File: src/rtl/wf_pkg.sv
// Shared waterfall definitions: geometry defaults and writer state encoding.
// Reused by the video, FFT and row-scheduler blocks.
package wf_pkg;

    localparam int WF_COLS = 320;
    localparam int WF_ROWS = 64;

    typedef enum logic [1:0] {
        IDLE = 2'd0,
        FILL = 2'd1,
        HOLD = 2'd2
    } wf_state_e;

endpackage

File: src/rtl/wf_row_scheduler_if.sv
// Video port, sample stream and RAM bus of the waterfall row scheduler.
// The slave modport is the scheduler's view; master is its environment.
interface wf_row_scheduler_if #(
    parameter int ADDR_W = 15,
    parameter int ROW_W  = 6
);
    logic              frame_start;
    logic              vid_req;
    logic [8:0]        vid_x;
    logic [7:0]        vid_y;
    logic [7:0]        vid_data;
    logic              vid_valid;
    logic              wr_valid;
    logic [7:0]        wr_data;
    logic              wr_last;
    logic              wr_ready;
    logic [ADDR_W-1:0] mem_addr;
    logic              mem_we;
    logic [7:0]        mem_wdata;
    logic [7:0]        mem_rdata;
    logic [ROW_W-1:0]  top_row;

    modport master (
        output frame_start, vid_req, vid_x, vid_y,
        output wr_valid, wr_data, wr_last, mem_rdata,
        input  vid_data, vid_valid, wr_ready,
        input  mem_addr, mem_we, mem_wdata, top_row
    );

    modport slave (
        input  frame_start, vid_req, vid_x, vid_y,
        input  wr_valid, wr_data, wr_last, mem_rdata,
        output vid_data, vid_valid, wr_ready,
        output mem_addr, mem_we, mem_wdata, top_row
    );
endinterface

File: src/rtl/wf_addr_gen.sv
// Ring-buffer address: ((base + offs) mod ROWS) * COLS + col.
// Both operands are below ROWS, so one conditional subtract wraps the sum.
module wf_addr_gen #(
    parameter int COLS   = 320,
    parameter int ROWS   = 64,
    parameter int ADDR_W = 15,
    parameter int ROW_W  = 6,
    parameter int COL_W  = 9
) (
    input  logic [ROW_W-1:0]  base,
    input  logic [ROW_W-1:0]  offs,
    input  logic [COL_W-1:0]  col,
    output logic [ADDR_W-1:0] addr
);
    logic [ROW_W:0]   sum;
    logic [ROW_W-1:0] row;

    always_comb begin
        sum = {1'b0, base} + {1'b0, offs};
        if (sum >= (ROW_W+1)'(ROWS)) begin
            row = ROW_W'(sum - (ROW_W+1)'(ROWS));
        end else begin
            row = sum[ROW_W-1:0];
        end
        addr = ADDR_W'(row) * ADDR_W'(COLS) + ADDR_W'(col);
    end
endmodule

File: src/rtl/wf_row_scheduler.sv
// Waterfall row scheduler: fills one ring-buffer row per frame, commits it
// at frame start, and arbitrates the single-port RAM with video reads first.
module wf_row_scheduler
    import wf_pkg::*;
#(
    parameter int COLS    = WF_COLS,
    parameter int ROWS    = WF_ROWS,
    parameter int Y_SHIFT = 2,
    parameter int ADDR_W  = 15
) (
    input logic clk,
    input logic resetn,
    wf_row_scheduler_if.slave bus
);
    localparam int ROW_W = $clog2(ROWS);
    localparam int COL_W = 9;

    wf_state_e        state_q, state_d;
    logic [ROW_W-1:0] top_row_q, top_row_d;
    logic [ROW_W-1:0] wrow_q, wrow_d;
    logic [COL_W-1:0] col_q, col_d;
    logic             rd_q, rd_d;
    logic             oor_q, oor_d;
    logic             vid_valid_q, vid_valid_d;
    logic [7:0]       vid_data_q, vid_data_d;

    logic [7:0]        vrow;
    logic              vid_oor;
    logic              vid_rd;
    logic              accept;
    logic [ROW_W-1:0]  ag_base, ag_offs;
    logic [COL_W-1:0]  ag_col;
    logic [ADDR_W-1:0] ag_addr;

    always_comb begin
        vrow    = bus.vid_y >> Y_SHIFT;
        vid_oor = (int'(vrow) >= ROWS) || (int'(bus.vid_x) >= COLS);
        vid_rd  = resetn && bus.vid_req && !vid_oor;
        bus.wr_ready = resetn && (state_q == FILL) && !bus.vid_req;
        accept  = bus.wr_valid && bus.wr_ready;
    end

    // One address generator, steered to the video read when it is requested.
    always_comb begin
        ag_base = wrow_q;
        ag_offs = '0;
        ag_col  = col_q;
        if (bus.vid_req) begin
            ag_base = top_row_q;
            ag_offs = vrow[ROW_W-1:0];
            ag_col  = bus.vid_x;
        end
    end

    wf_addr_gen #(
        .COLS   (COLS),
        .ROWS   (ROWS),
        .ADDR_W (ADDR_W),
        .ROW_W  (ROW_W),
        .COL_W  (COL_W)
    ) u_addr_gen (
        .base (ag_base),
        .offs (ag_offs),
        .col  (ag_col),
        .addr (ag_addr)
    );

    always_comb begin
        bus.mem_we    = accept;
        bus.mem_addr  = (vid_rd || accept) ? ag_addr : '0;
        bus.mem_wdata = accept ? bus.wr_data : 8'h00;
    end

    always_comb begin
        state_d   = state_q;
        top_row_d = top_row_q;
        wrow_d    = wrow_q;
        col_d     = col_q;
        unique case (state_q)
            IDLE: begin
                state_d = FILL;
                col_d   = '0;
                if (top_row_q == '0) begin
                    wrow_d = ROW_W'(ROWS - 1);
                end else begin
                    wrow_d = top_row_q - ROW_W'(1);
                end
            end
            FILL: begin
                if (accept) begin
                    col_d = col_q + COL_W'(1);
                    if (bus.wr_last || col_q == COL_W'(COLS - 1)) begin
                        state_d = HOLD;
                    end
                end
            end
            HOLD: begin
                // Commit only at a frame boundary so the display never tears.
                if (bus.frame_start) begin
                    top_row_d = wrow_q;
                    state_d   = IDLE;
                end
            end
            default: state_d = IDLE;
        endcase
    end

    always_comb begin
        rd_d        = resetn && bus.vid_req;
        oor_d       = vid_oor;
        vid_valid_d = rd_q;
        vid_data_d  = oor_q ? 8'h00 : bus.mem_rdata;
    end

    always_ff @(posedge clk) begin
        if (!resetn) begin
            state_q     <= IDLE;
            top_row_q   <= '0;
            wrow_q      <= '0;
            col_q       <= '0;
            rd_q        <= 1'b0;
            oor_q       <= 1'b0;
            vid_valid_q <= 1'b0;
            vid_data_q  <= 8'h00;
        end else begin
            state_q     <= state_d;
            top_row_q   <= top_row_d;
            wrow_q      <= wrow_d;
            col_q       <= col_d;
            rd_q        <= rd_d;
            oor_q       <= oor_d;
            vid_valid_q <= vid_valid_d;
            vid_data_q  <= vid_data_d;
        end
    end

    assign bus.vid_valid = vid_valid_q;
    assign bus.vid_data  = vid_data_q;
    assign bus.top_row   = top_row_q;
endmodule

File: src/flat_wrapper.sv
// flat-port wrapper written by rule: the top's interface ports become plain ports
module wf_row_scheduler_flat import wf_pkg::*;
#(
    parameter int COLS    = WF_COLS,
    parameter int ROWS    = WF_ROWS,
    parameter int Y_SHIFT = 2,
    parameter int ADDR_W  = 15
)
  (clk, resetn, bus_frame_start, bus_vid_req, bus_vid_x, bus_vid_y, bus_wr_valid, bus_wr_data, bus_wr_last, bus_mem_rdata, bus_vid_data, bus_vid_valid, bus_wr_ready, bus_mem_addr, bus_mem_we, bus_mem_wdata, bus_top_row);
  wf_row_scheduler_if #(.ADDR_W(ADDR_W), .ROW_W(6)) bus_i ();
  input logic clk;
  input logic resetn;
  input wire logic [$bits(bus_i.frame_start)-1:0] bus_frame_start;
  input wire logic [$bits(bus_i.vid_req)-1:0] bus_vid_req;
  input wire logic [$bits(bus_i.vid_x)-1:0] bus_vid_x;
  input wire logic [$bits(bus_i.vid_y)-1:0] bus_vid_y;
  input wire logic [$bits(bus_i.wr_valid)-1:0] bus_wr_valid;
  input wire logic [$bits(bus_i.wr_data)-1:0] bus_wr_data;
  input wire logic [$bits(bus_i.wr_last)-1:0] bus_wr_last;
  input wire logic [$bits(bus_i.mem_rdata)-1:0] bus_mem_rdata;
  output wire logic [$bits(bus_i.vid_data)-1:0] bus_vid_data;
  output wire logic [$bits(bus_i.vid_valid)-1:0] bus_vid_valid;
  output wire logic [$bits(bus_i.wr_ready)-1:0] bus_wr_ready;
  output wire logic [$bits(bus_i.mem_addr)-1:0] bus_mem_addr;
  output wire logic [$bits(bus_i.mem_we)-1:0] bus_mem_we;
  output wire logic [$bits(bus_i.mem_wdata)-1:0] bus_mem_wdata;
  output wire logic [$bits(bus_i.top_row)-1:0] bus_top_row;
  assign bus_i.frame_start = bus_frame_start;
  assign bus_i.vid_req = bus_vid_req;
  assign bus_i.vid_x = bus_vid_x;
  assign bus_i.vid_y = bus_vid_y;
  assign bus_i.wr_valid = bus_wr_valid;
  assign bus_i.wr_data = bus_wr_data;
  assign bus_i.wr_last = bus_wr_last;
  assign bus_i.mem_rdata = bus_mem_rdata;
  assign bus_vid_data = bus_i.vid_data;
  assign bus_vid_valid = bus_i.vid_valid;
  assign bus_wr_ready = bus_i.wr_ready;
  assign bus_mem_addr = bus_i.mem_addr;
  assign bus_mem_we = bus_i.mem_we;
  assign bus_mem_wdata = bus_i.mem_wdata;
  assign bus_top_row = bus_i.top_row;
  wf_row_scheduler #(.COLS(COLS), .ROWS(ROWS), .Y_SHIFT(Y_SHIFT), .ADDR_W(ADDR_W)) u_core (.clk(clk), .resetn(resetn), .bus(bus_i));
endmodule
File: config.mk
export PLATFORM = sky130hd
export DESIGN_NAME = wf_row_scheduler_flat
export DESIGN_NICKNAME = d
export VERILOG_FILES = /design/src/rtl/wf_pkg.sv /design/src/rtl/wf_row_scheduler_if.sv /design/src/rtl/wf_addr_gen.sv /design/src/rtl/wf_row_scheduler.sv /design/src/flat_wrapper.sv
export SDC_FILE = /design/constraint.sdc
export NUM_CORES = 1
export LEC_CHECK = 0
export CAP_MARGIN = 20
export CORE_AREA = 5 5 79 81
export CTS_CLUSTER_DIAMETER = 30
export CTS_CLUSTER_SIZE = 12
export DETAILED_ROUTE_END_ITERATION = 8
export DIE_AREA = 0 0 84 86
export GPL_TIMING_DRIVEN = 0
export PLACE_DENSITY = 0.75
export RECOVER_POWER = 100
export SLEW_MARGIN = 20
export SYNTH_ARGS = -nofsm -noshare
export SYNTH_HDL_FRONTEND = slang
export SYNTH_HIERARCHICAL = 1
export SYNTH_SLANG_ARGS = --single-unit
File: constraint.sdc
create_clock -name clk -period 8.5 [get_ports clk]
set_input_delay 1.7 -clock clk [delete_from_list [all_inputs] [get_ports clk]]
set_output_delay 1.7 -clock clk [all_outputs]
set_load 0.005 [all_outputs]
# [Yosys cells after proc, flatten, opt, wreduce, memory -nomap -nowiden]
# Cells that the tools add are included.
[totals] reg_bits=34 latchBits=0 ramBits=0 rom_bits=0 memories=0
[op_classes] addsub=5 mul=1 div_mod_pow=0 magnitude_cmp=3 eq_ne=6 shifts=0 muxes=13 n_bitwise=1 reduce_logical=17
[op_table] op="$mux 6" n=4
[op_table] op="$mux 9" n=2
[op_table] op="$pmux 9 s2" n=1
[op_table] op="$add 15x9->15" n=1
[op_table] op="$mux 15" n=1
[op_table] op="$sub 6x1->6 const B" n=2
[op_table] op="$add 9x1->9 const B" n=1
[op_table] op="$eq 9x9->1 const B" n=1
[op_table] op="$ge 9x9->1 const B" n=1
[op_table] op="$mul 6x3->9 const B" n=1
[op_table] op="$mux 8" n=1
[op_table] op="$add 6x6->7" n=1
[op_table] op="$ge 6x7->1 const B" n=1
[op_table] op="$ge 7x7->1 const B" n=1
[op_table] op="$logic_not 6->1" n=1
[op_table] op="$mux 2" n=3
[op_table] op="$pmux 2 s3" n=1
[op_table] op="$logic_and 1x1->1" n=5
[op_table] op="$ne 2x2->1 const B" n=2
[op_table] op="$reduce_and 2->1" n=2
[op_table] op="$logic_or 1x1->1" n=3
[op_table] op="$reduce_and 3->1" n=1
[op_table] op="$eq 2x1->1 const B" n=1
[op_table] op="$eq 2x2->1 const B" n=1
[op_table] op="other kinds (6)" n=7

# [Depth between registers and ports, before layout]
# Gate-level depths: netlist of run 1.
[logic_depth] word_depth=7 depth_mapped=15

# [Cells and area by module]
# Netlist of run 1, hierarchy kept.
[modules_own_cells] mod="wf_row_scheduler" instances=1 cells_per_inst=189 area_each_um2=1774.2 seq_area_each_um2=680.7
[modules_own_cells] mod="wf_addr_gen" instances=1 cells_per_inst=74 area_each_um2=675.6 seq_area_each_um2=0.0

# [Worst setup path before layout of run 1]
# Ideal clock, no wire load.
[synth_path] path_kind="input port to output port" startpoint="in bus_vid_req" endpoint="out bus_mem_addr[14]" t_arrival_ns=5.288 required_time_ns=6.800 path_slack_ns=1.512 path_stages=15 path_cell_list="clkbuf_1 > mux2_2 > ha_1 > fa_1 > a21o_1 > a21oi_1 > xnor2_1 > ha_1 > fa_1 > xnor2_1 > nand4b_1 > nor4bb_1 > o2bb2ai_1 > nand4_1 > nor2b_1"
[synth_via] elab_chain_cells=7 word_cells_on_any_way=16
[synth_rtl] element="from (decl)" line="flat_wrapper.sv:14" source="input wire logic [$bits(bus_i.vid_req)-1:0] bus_vid_req;"
[synth_rtl] element="$mux 6 *" line="wf_row_scheduler.sv:48" source="if (bus.vid_req) begin"
[synth_rtl] element="via u_core.ag_base[0]" line="wf_row_scheduler.sv:31" source="logic [ROW_W-1:0] ag_base, ag_offs;"
[synth_rtl] element="$add 6x6->7 *" line="wf_addr_gen.sv:19" source="sum = {1'b0, base} + {1'b0, offs};"
[synth_rtl] element="$sub 6x1->6 or $ge 7x7->1 (tied branches)" line="wf_addr_gen.sv:21, wf_addr_gen.sv:20"
[synth_rtl] element="$mux 6 *" line="wf_addr_gen.sv:20" source="if (sum >= (ROW_W+1)'(ROWS)) begin"
[synth_rtl] element="$mul 6x3->9 *" line="wf_addr_gen.sv:25" source="addr = ADDR_W'(row) * ADDR_W'(COLS) + ADDR_W'(col);"
[synth_rtl] element="$add 15x9->15 *" line="wf_addr_gen.sv:25"
[synth_rtl] element="via u_core.ag_addr[14]" line="wf_row_scheduler.sv:33" source="logic [ADDR_W-1:0] ag_addr;"
[synth_rtl] element="$mux 15 *" line="wf_row_scheduler.sv:70" source="bus.mem_addr = (vid_rd || accept) ? ag_addr : '0;"
[synth_rtl] element="to (decl)" line="flat_wrapper.sv:24" source="output wire logic [$bits(bus_i.mem_addr)-1:0] bus_mem_addr;"
# Mark *: on every way through the listed nets, which the timed path passes. The rest lies on a longest branch.

# [Final worst setup path of run 1]
# Same ends and word-level chain as after synthesis.

==> out/qor.yml, run 1 <==
worst_hold_path:
  min_from: "u_core/rd_q"
  worstHoldEndpoint: "u_core/bus.vid_valid"
  hold_class: "flip-flop to flip-flop"
  whs_path_depth: 1
clocking:
  holdBufCountCts: 0
  clk_latency_ns: 0.28
  htreeDepth: 2
  cts_root_buffer: "clkbuf_8"
  cts.sinks: 34
  cts_made_buffers: 5
  path_clk_slew_ns: 0.07
  cts_tree: "done"
  cts_buffer_depth: 2
floorplanning:
  rows: 27
  dieArea_mm2: 0.00722
  coreArea_mm2: 0.00541
  die_w_um: 84
  start_util: 0.453
  ios: 79
  die_h_um: 86
synthesis:
  ys_types: 52
  yosysWarnings: 6
  yosysSeqAreaShare: 0.278
  synth_nets: 324
  syn_avg_cell_area_um2: 9.32
  syn_area_mm2: 0.00245
  syn_inst: 263
  async_reset_ff_frac: 0
  synth_seq_cells: 34
  synth_flop_cell: "dfxtp_1"
  synth_edf_count: 0
worst_setup_path:
  cp-start-kind: "input port"
  reg2reg_from: "u_core/state_q[1]"
  path_cells: "clkbuf_1, buf_4, mux2_2, ha_1, fa_1, a21o_1, a21oi_1, xnor2_1, ha_1, fa_1, xnor2_1, nand4b_1, nor4bb_1, o2bb2ai_1, nand4_1, nor2b_1, dlygate4sd3_1"
  critPathKind: "input port to output pin"
  worst_setup_path_end_kind: "output pin"
  cp_max_fo: 10
  cpLargestDelayFamily: "adder cells"
  rr_endpoint: "u_core/state_q[1]"
  reg2reg_slack_ns: 6.76
  required_ns: 6.80
  arrival_ns: 6.30
  critPathBufInv: 3
  r2r_cells: 7
  max_stage_delay_ns: 0.57
  slowest_stage: "dlygate4sd3_1"
timing:
  worstMarginPinSlew_ns: 0.603
  final_max_slew_viol_count: 0
  rsz0062_at_grt: "no"
  period_share: 0.941
  hold_viol_final: 0
  setup_viol: 0
  fin_crit_ns: 8.00
  hold_ws_ns: 0.434
  skew_ns: 0.00506
  clock.fmax_mhz: 125
  slew-limit-headroom: 0.598
layout:
  nets: 408
  diodes: 0
  final_cells: 420
  fillers: 493
  final_cell_mix: "clkdlybuf4s50_1 (39), dlygate4sd3_1 (36), dfxtp_1 (34), nor2_1 (22), ha_1 (19)"
  final_common_cell: "clkdlybuf4s50_1"
  drive_gt1_frac: 0.141
  final_util: 0.623
  area.growth.synth_to_final_pct: 37.4
detailed_routing:
  via_per_inst: 5.06
  drt_iter0_drc: 95
  drc: 0
  wl_per_cell_um: 13.6
  postRouteAntennaNets: 0
  drt-total-wl_um: 5710
  first_pass_iters: 5
  via_count: 2124
place:
  gp_congestion: 0.763
  io_buffers: 76
  placed_cells: 411
  hpwlAfterDp_um: 4440
pwr:
  p_clk_frac: 0.285
  net-switching-power_mw: 0.116
  p_per_area_mw_per_mm2: 126
  p_seq_frac: 0.395
  vdd_ir_drop_max_mv: 0.0753
  intPower_mw: 0.309
  p_leak_nw: 1.52
  comb_power_share: 0.320
  p_sw_frac: 0.273
global_route:
  grt_max_degree: 11
  grt_pass1_vias: 2044
  antenna_found_initial: 0
  grt_pass1_wl_um: 9360
  grt_usage: 0.158
  grt.overflow.total: 0
run_status:
  outcome: "finished, final reports clean"
run:
  maxCapViolations: 0
-- Yosys cell counts, types with 5 or more instances --
library cell | instances | area, um2
buf_4 | 6 | 45.0
nor2b_2 | 10 | 87.6
and2_1 | 16 | 100
a21o_1 | 5 | 37.5
mux2i_1 | 6 | 60.1
dfxtp_1 | 34 | 681
xor2_1 | 9 | 78.8
ha_1 | 19 | 238
mux2_2 | 15 | 169
nand2_1 | 8 | 30.0
nor2_1 | 22 | 82.6
inv_1 | 5 | 18.8
a21oi_1 | 13 | 65.1
nor2b_1 | 8 | 50.1
xnor2_1 | 8 | 70.1
and3_1 | 9 | 56.3
o21ai_0 | 12 | 60.1
-- kinds of logic (layout without fill, tap and decap cells) --
family / Yosys count / after routing / synth area share
simple gates: 99 / 99 / 0.248
compound gates: 49 / 49 / 0.136
flops: 34 / 34 / 0.278
fa+ha+maj: 22 / 22 / 0.122
mux: 21 / 21 / 0.0935
buf+inv: 20 / 105 / 0.0526
xor+xnor: 18 / 18 / 0.0700
-- stage by stage --
stage	setup slack, ns	area [um2]	setup TNS, ns	power [mW]
finish	0.503	3370	0	0.425
global route	0.245	3370	0	0.448
CTS	0.0607	3390	0	0.434
detailed placement	-0.0695	3300	-0.0695	0.311
global placement	-0.0396	3300	-0.0396	0.309
floorplan	1.51	2450	0	0.262
-- state kept, by name, summed over array words and instances, names as in the netlist --
name	cells
u_core/col_q	9
u_core/bus.vid_data	8
u_core/bus.top_row	6
u_core/wrow_q	6
u_core/state_q	2
u_core/bus.vid_valid	1
u_core/oor_q	1
u_core/rd_q	1
-- what timing repair did --
item	in CTS	in global routing
setup endpoints to repair	1	2
resized for setup	1	7
setup buffers	0	1
-- layer usage --
layer | track usage | wire (um)
met1 | 0.198 | 2670
met2 | 0.268 | 2680
met3 | 0.0355 | 288
met4 | 0.0526 | 75
met5 | 0 | 0
-- power by group through the flow --
stage	Clock, mW	Sequential (mW)	Combinational, mW
global placement	0	0.171	0.138
CTS	0.124	0.168	0.141
floorplan	0	0.171	0.0904
finish	0.121	0.168	0.136
global route	0.130	0.168	0.149
detailed placement	0	0.172	0.139
-- how the worst max path moves through the flow --
stage	cells after the start	slack, ns	from	end
5_1_grt	17	0.24	bus_vid_req	bus_mem_addr[14]
3_5_place_dp	17	-0.07	bus_vid_req	bus_mem_addr[14]
2_1_floorplan	15	1.51	bus_vid_req	bus_mem_addr[14]
6_report	17	0.50	bus_vid_req	bus_mem_addr[14]
3_3_place_gp	17	-0.04	bus_vid_req	bus_mem_addr[14]
4_1_cts	17	0.06	bus_vid_req	bus_mem_addr[14]
-- cell type report --
class | instances | area, um2 | area share
sequential | 34 | 681 | 0.202
clock inverter | 1 | 5.00 | 0.00149
tap | 72 | 90.1 | 0.0268
timing repair buffer | 77 | 762 | 0.226
clock buffer | 7 | 86.3 | 0.0257
buffer | 15 | 98.8 | 0.0294
inverter | 5 | 18.8 | 0.00558
multi-input combinational | 209 | 1620 | 0.483
No activity file was read; power rests on OpenSTA's default activity.
==> run 2, diff against run 1 <==
--- a/config.mk
+++ b/config.mk
@@ -14,7 +14,6 @@
 export GPL_TIMING_DRIVEN = 0
 export PLACE_DENSITY = 0.75
 export RECOVER_POWER = 100
-export SLEW_MARGIN = 20
 export SYNTH_ARGS = -nofsm -noshare
 export SYNTH_HDL_FRONTEND = slang
 export SYNTH_HIERARCHICAL = 1
==> results of run 2 <==
Final layout, timing and power as in run 1 (identical DEF).
==> run 3, diff against run 2 <==
--- a/config.mk
+++ b/config.mk
@@ -5,6 +5,7 @@
 export SDC_FILE = /design/constraint.sdc
 export NUM_CORES = 1
 export LEC_CHECK = 0
+export ABC_AREA = 0
 export CAP_MARGIN = 20
 export CORE_AREA = 5 5 79 81
 export CTS_CLUSTER_DIAMETER = 30
==> results of run 3 <==
Final layout, timing and power as in run 1 (identical DEF).
==> RTL edit 1, RTL diff (settings of run 1) <==
Re-encode `wf_state_e` (3 states) as one-hot, 3 bits wide.
--- a/src/rtl/wf_pkg.sv
+++ b/src/rtl/wf_pkg.sv
@@ -5,10 +5,10 @@
     localparam int WF_COLS = 320;
     localparam int WF_ROWS = 64;
 
-    typedef enum logic [1:0] {
-        IDLE = 2'd0,
-        FILL = 2'd1,
-        HOLD = 2'd2
+    typedef enum logic [2:0] {
+        IDLE = 3'b001,
+        FILL = 3'b010,
+        HOLD = 3'b100
     } wf_state_e;
 
 endpackage
Check against the original RTL: same outputs for any inputs over 10 cycles, from zero or initial values and one cycle with resetn low; not proved beyond that.
==> RTL edit 1 against run 1 <==
  * Worst setup slack got worse by 150 ps
  * Cell area up 0.45%
  * Area after synthesis shrank 0.92%
  * Sequential share of layout area increased by 0.50 points
  * Wire length down 0.82%
  * Fmax fell by 1.8%
  * Count of clock-buffer cells in the layout decreased by 2
  * Total power grew 31%
  * Sequential cell count grew 1
  * Utilization increased by 0.28 points
  * Clock power is 24% higher
  * Synthesized cell count grew 1.9%
  * Critical path type unchanged
  * Largest cell class unchanged
==> RTL edit 1: results (changes against run 1) <==
| Metric | Value |
|---|---|
| Max clock buf depth | 2 (unchanged) |
| Final #Nets | 412 (+0.98%) |
| Vias in the first global route | 2006 (-1.9%) |
| Post-DP HPWL | 4520 microns (+1.8%) |
| Placed cells | 416 (+1.2%) |
| Vias per std cell | 5.11 (+0.97%) |
| Register area share after synthesis | 28.9% (+1.1 points) |
| Run status | completed |
| Worst VDD drop | 86.2 uV (+14%) |
| Netlist cell types | 46 (-12%) |
| WL per Instance | 13.4 microns (-1.8%) |
| Synth cell count leaders | 35 x dfxtp_1, 25 x and2_1, 19 x ha_1 |
| Total Routed Length | 5670 microns (-0.82%) |
| Share of cells above drive strength 1 | 11.9% (-2.1 points) |
| Worst endpoint data arrival time | 6450 ps (+150 ps) |
| Syn_area_per_cell | 9.06 sq um (-2.8%) |
| Inserted Clock Buffers | 5 (unchanged) |
| Worst-path fanout max | 10 (unchanged) |
| RePlAce Congestion | 0.813 (+6.6%) |
| TritonRoute pass-1 iters | 4 (-1) |
| Clock Skews | 9.86 ps (+4.79 ps) |
| Worst r2r src | u_core/state_q[0]$_SDFFE_PN1P_ |
| Synthesized Nets | 329 (+1.5%) |
| Fillers | 492 (-0.20%) |
| M1 wire length | 2490 microns (-7.0%) |
| Largest net degree at the start of global routing | 13 (+2) |
| YS warnings | 6 (unchanged) |
| First-pass GRT wire length | 9320 microns (-0.45%) |
| Highest metal layer with signal wires | met4 |
| Total global-route track usage | 15.7% (-0.081 points) |
| Leakage | 0.00147 uW (-3.7%) |
| Initial DRC count | 86 (-9.5%) |
| Top area cells in the synthesized netlist | dfxtp_1 29%, ha_1 9.8%, mux2_2 7.0%, and2_1 6.4%, nor2b_1 4.6% |
| Crit path largest cell delay | 650 ps (+80 ps) |
| Met2 WL | 2820 microns (+5.4%) |
| Max_slew headroom | 22.4% (-37 points) |
[RTL edit 1: changes by cell type in the layout (fill, tap and decap cells not counted), sizes merged, moves of 3 or more]
cell           before  now
clkdlybuf4s50      39   45
nor2               23   17
nor3b               4    1
dlygate4sd3        36   31
xnor2               8   12
clkbuf             15   12
and3                9    2
and2               18   26
nand3               2   10
[RTL edit 1: kinds of logic after synthesis]
kind of cell | Yosys count | synth area share (%)
AO/OA/AOI/OAI | 47 | 11.9
XOR/XNOR | 20 | 7.84
adder cells (fa/ha/maj) | 22 | 12.3
buffers and inverters | 21 | 4.38
flip-flops | 35 | 28.9
multiplexers | 21 | 9.43
AND/OR/NAND/NOR | 102 | 25.3
[RTL edit 1: routing by layer]
layer | track usage, % | vias up
li1 | - | 1096
met1 | 18.5 | 1001
met2 | 28.4 | 64
met3 | 3.84 | 4
met4 | 4.24 | 0
met5 | 0 | -
[RTL edit 1: stage by stage]
| stage | hold WS, ps | area (sq um) | utilization, % | setup slack (ps) |
|---|---|---|---|---|
| after floorplan | 412 | 2430 | - | 1510 |
| after detailed placement | 425 | 3280 | 60.6 | 48.5 |
| after global placement | 419 | 3280 | 60.6 | 88.5 |
| final | 440 | 3380 | 62.5 | 354 |
| after CTS | 443 | 3390 | 62.7 | 29.9 |
| after global routing | 451 | 3380 | 62.5 | 25.0 |
[RTL edit 1: path summary, 6_finish.rpt]
path                                endpoint  slack (ps)  cells past startpoint
max                         bus_mem_addr[14]         350                     17
min          u_core/bus.vid_valid$_SDFF_PN0_         440                      1
max reg2reg     u_core/col_q[1]$_SDFFE_PN0P_        6140                      6
min reg2reg  u_core/bus.vid_valid$_SDFF_PN0_         440                      1
[RTL edit 1: area by class of cell]
type,count,area [sq um],share of cell area [%]
Tap cell,72,90.1,2.66
Multi-Input combinational cell,212,1610,47.6
Sequential cell,35,701,20.7
Timing Repair Buffer,76,761,22.5
Buffer,15,85.1,2.52
Inverter,6,22.5,0.666
Clock inverter,3,43.8,1.30
Clock buffer,5,68.8,2.04
[RTL edit 1: power breakdown]
part | internal (uW) | switching (uW)
logic | 114 | 106
registers | 178 | 10.1
clock network | 87.3 | 62.5
[RTL edit 1: worst max-delay path, delay by kind of cell]
family          cells  cell delay (ps)
compound gates      3              440
xor+xnor            2              380
fa+ha+maj           4             1450
buf+inv             3             1440
mux                 1              350
simple gates        4              680
[RTL edit 1: what timing repair did]
item,in CTS,in global routing
buffers inserted,0,0
gates resized for setup,0,5
endpoints found under the setup margin,0,2
hold buffers,0,0
==> RTL edit 2, RTL diff (flow settings as in run 1) <==
Without the edit above. Take the reset off `vid_data_q` and load it in a clocked block of its own.
--- a/src/rtl/wf_row_scheduler.sv
+++ b/src/rtl/wf_row_scheduler.sv
@@ -121,7 +121,6 @@
             rd_q        <= 1'b0;
             oor_q       <= 1'b0;
             vid_valid_q <= 1'b0;
-            vid_data_q  <= 8'h00;
         end else begin
             state_q     <= state_d;
             top_row_q   <= top_row_d;
@@ -130,8 +129,11 @@
             rd_q        <= rd_d;
             oor_q       <= oor_d;
             vid_valid_q <= vid_valid_d;
-            vid_data_q  <= vid_data_d;
         end
+    end
+
+    always_ff @(posedge clk) begin
+        vid_data_q <= vid_data_d;
     end
 
     assign bus.vid_valid = vid_valid_q;
Function: changed (a bounded check fails within 4 cycles, from zero or initial values and one cycle with resetn low).
==> RTL edit 2 against run 1 <==
  * Total power rose by 5.0%
  * Area after synthesis shrank 0.92%
  * Global-route usage about the same
  * Worst setup slack worse by 190 ps
  * Cell area increased by 0.19%
  * Wire length grew 0.14%
  * Sequential cell count stayed put
  * Clock power rose by 19%
  * Critical path type unchanged
==> RTL edit 2: results (changes against run 1) <==
| Metric | Value |
|---|---|
| Run status | completed |
| Met3 routed WL | 342 microns (+19%) |
| Worst-path fanout max | 10 (unchanged) |
| Reg-to-reg slack, setup | 6770 ps (about the same) |
| Worst r2r src | u_core/state_q[1]$_SDFFE_PN0P_ |
| Clock Skews | 7.71 ps (+2.65 ps) |
| Slowest cell on the critical path | clkdlybuf4s50_1 |
| Top delay family on crit path | adder cells |
| Hold slack | 449 ps (+14.5 ps) |
| Largest register FFs | 9 (unchanged) |
| Worst endpoint data arrival time | 6490 ps (+190 ps) |
| Signal buffers share of area | 25.2% (-0.42 points) |
| Dpl cell area | 0.00328 sq mm (-0.68%) |
| Leakage | 0.00152 uW (about the same) |
| Total Routed Length | 5720 microns (+0.14%) |
| Nonclk buf count | 91 (-1.1%) |
| TritonRoute pass-1 iters | 4 (-1) |
| Highest metal layer with signal wires | met4 |
| Post-CTS setup buffers | 0 (unchanged) |
| Vias per std cell | 5.12 (+1.2%) |
| Multi-input gates | 210 (+0.48%) |
| M1 wire length | 2610 microns (-2.3%) |
| Register area | 681 sq um (unchanged) |
| Worst VDD drop | 84.4 uV (+12%) |
| RePlAce Congestion | 0.820 (+7.5%) |
| Fillers | 495 (+0.41%) |
| Share of cells above drive strength 1 | 12.9% (-1.1 points) |
| Met2 WL | 2740 microns (+2.2%) |
| Multi-input gate area | 0.00163 sq mm (+0.23%) |
| Syn_area_per_cell | 9.23 sq um (-0.92%) |
| Post-DP HPWL | 4480 microns (+0.82%) |
| First-pass GRT wire length | 9540 microns (+1.8%) |
| Critical Path Source | bus_vid_req |
| Reg2Reg Depth | 6 (-1) |
| Clock network area share | 3.15% (+0.44 points) |
| Netlist cell types | 49 (-5.8%) |
| Top area cells in the synthesized netlist | dfxtp_1 28%, ha_1 9.8%, mux2_2 7.0%, nor2b_1 4.1%, nor2b_2 3.6% |
| Met2 usage in global routing | 28.8% (+2.0 points) |
| Register area share after synthesis | 28.0% (+0.26 points) |
| PostCTS Resize Cnt | 1 (unchanged) |
| Vias in the first global route | 2103 (+2.9%) |
| Final Util | 62.4% (+0.12 points) |
| WL per Instance | 13.6 microns (+0.14%) |
| Hold worst-path end | u_core/bus.vid_valid$_SDFF_PN0_ |
| Met1 GRT Util | 18.6% (-1.3 points) |
| Fmax | 122 MHz (-2.3%) |
| Setup crit end | bus_mem_addr[14] |
| Total global-route track usage | 15.8% (about the same) |
| Worst Max-Slew Pin Slew | 671 ps (+68.5 ps) |
| Initial DRC count | 114 (+20%) |
| # rows | 27 (unchanged) |
| Synth cell count leaders | 34 x dfxtp_1, 22 x nor2_1, 19 x ha_1 |
| GR Layer Usage met3 | 4.13% (+0.58 points) |
| Post-place setup slack | 11.6 ps (+81.1 ps) |
| Placed cells | 411 (unchanged) |
[RTL edit 2: changes by cell type in the layout (fill, tap and decap cells not counted), moves of 2 or more]
cell / run 1 / this run
and2_0: 7 / 2
and2_1: 10 / 7
buf_6: 2 / 0
clkdlybuf4s50_1: 39 / 34
dlygate4sd3_1: 36 / 42
nor2b_1: 8 / 16
[RTL edit 2: cell families after synthesis]
kind of cell | count (synthesis) | synth area share (%)
AOI/OAI and AO/OA | 48 | 13.7
xor gates and xnor gates | 19 | 7.42
adders and majority gates | 22 | 12.3
buffers and inverters | 19 | 4.43
DFF | 34 | 28.0
muxes | 21 | 9.43
and+or+nand+nor | 100 | 24.7
[RTL edit 2: power breakdown]
part           total, uW  internal, uW  switching [uW]  leakage (uW)
combinational        134          78.1            55.7       0.00119
sequential           169           165            3.24      0.000280
clock                144          87.7            56.5     0.0000524
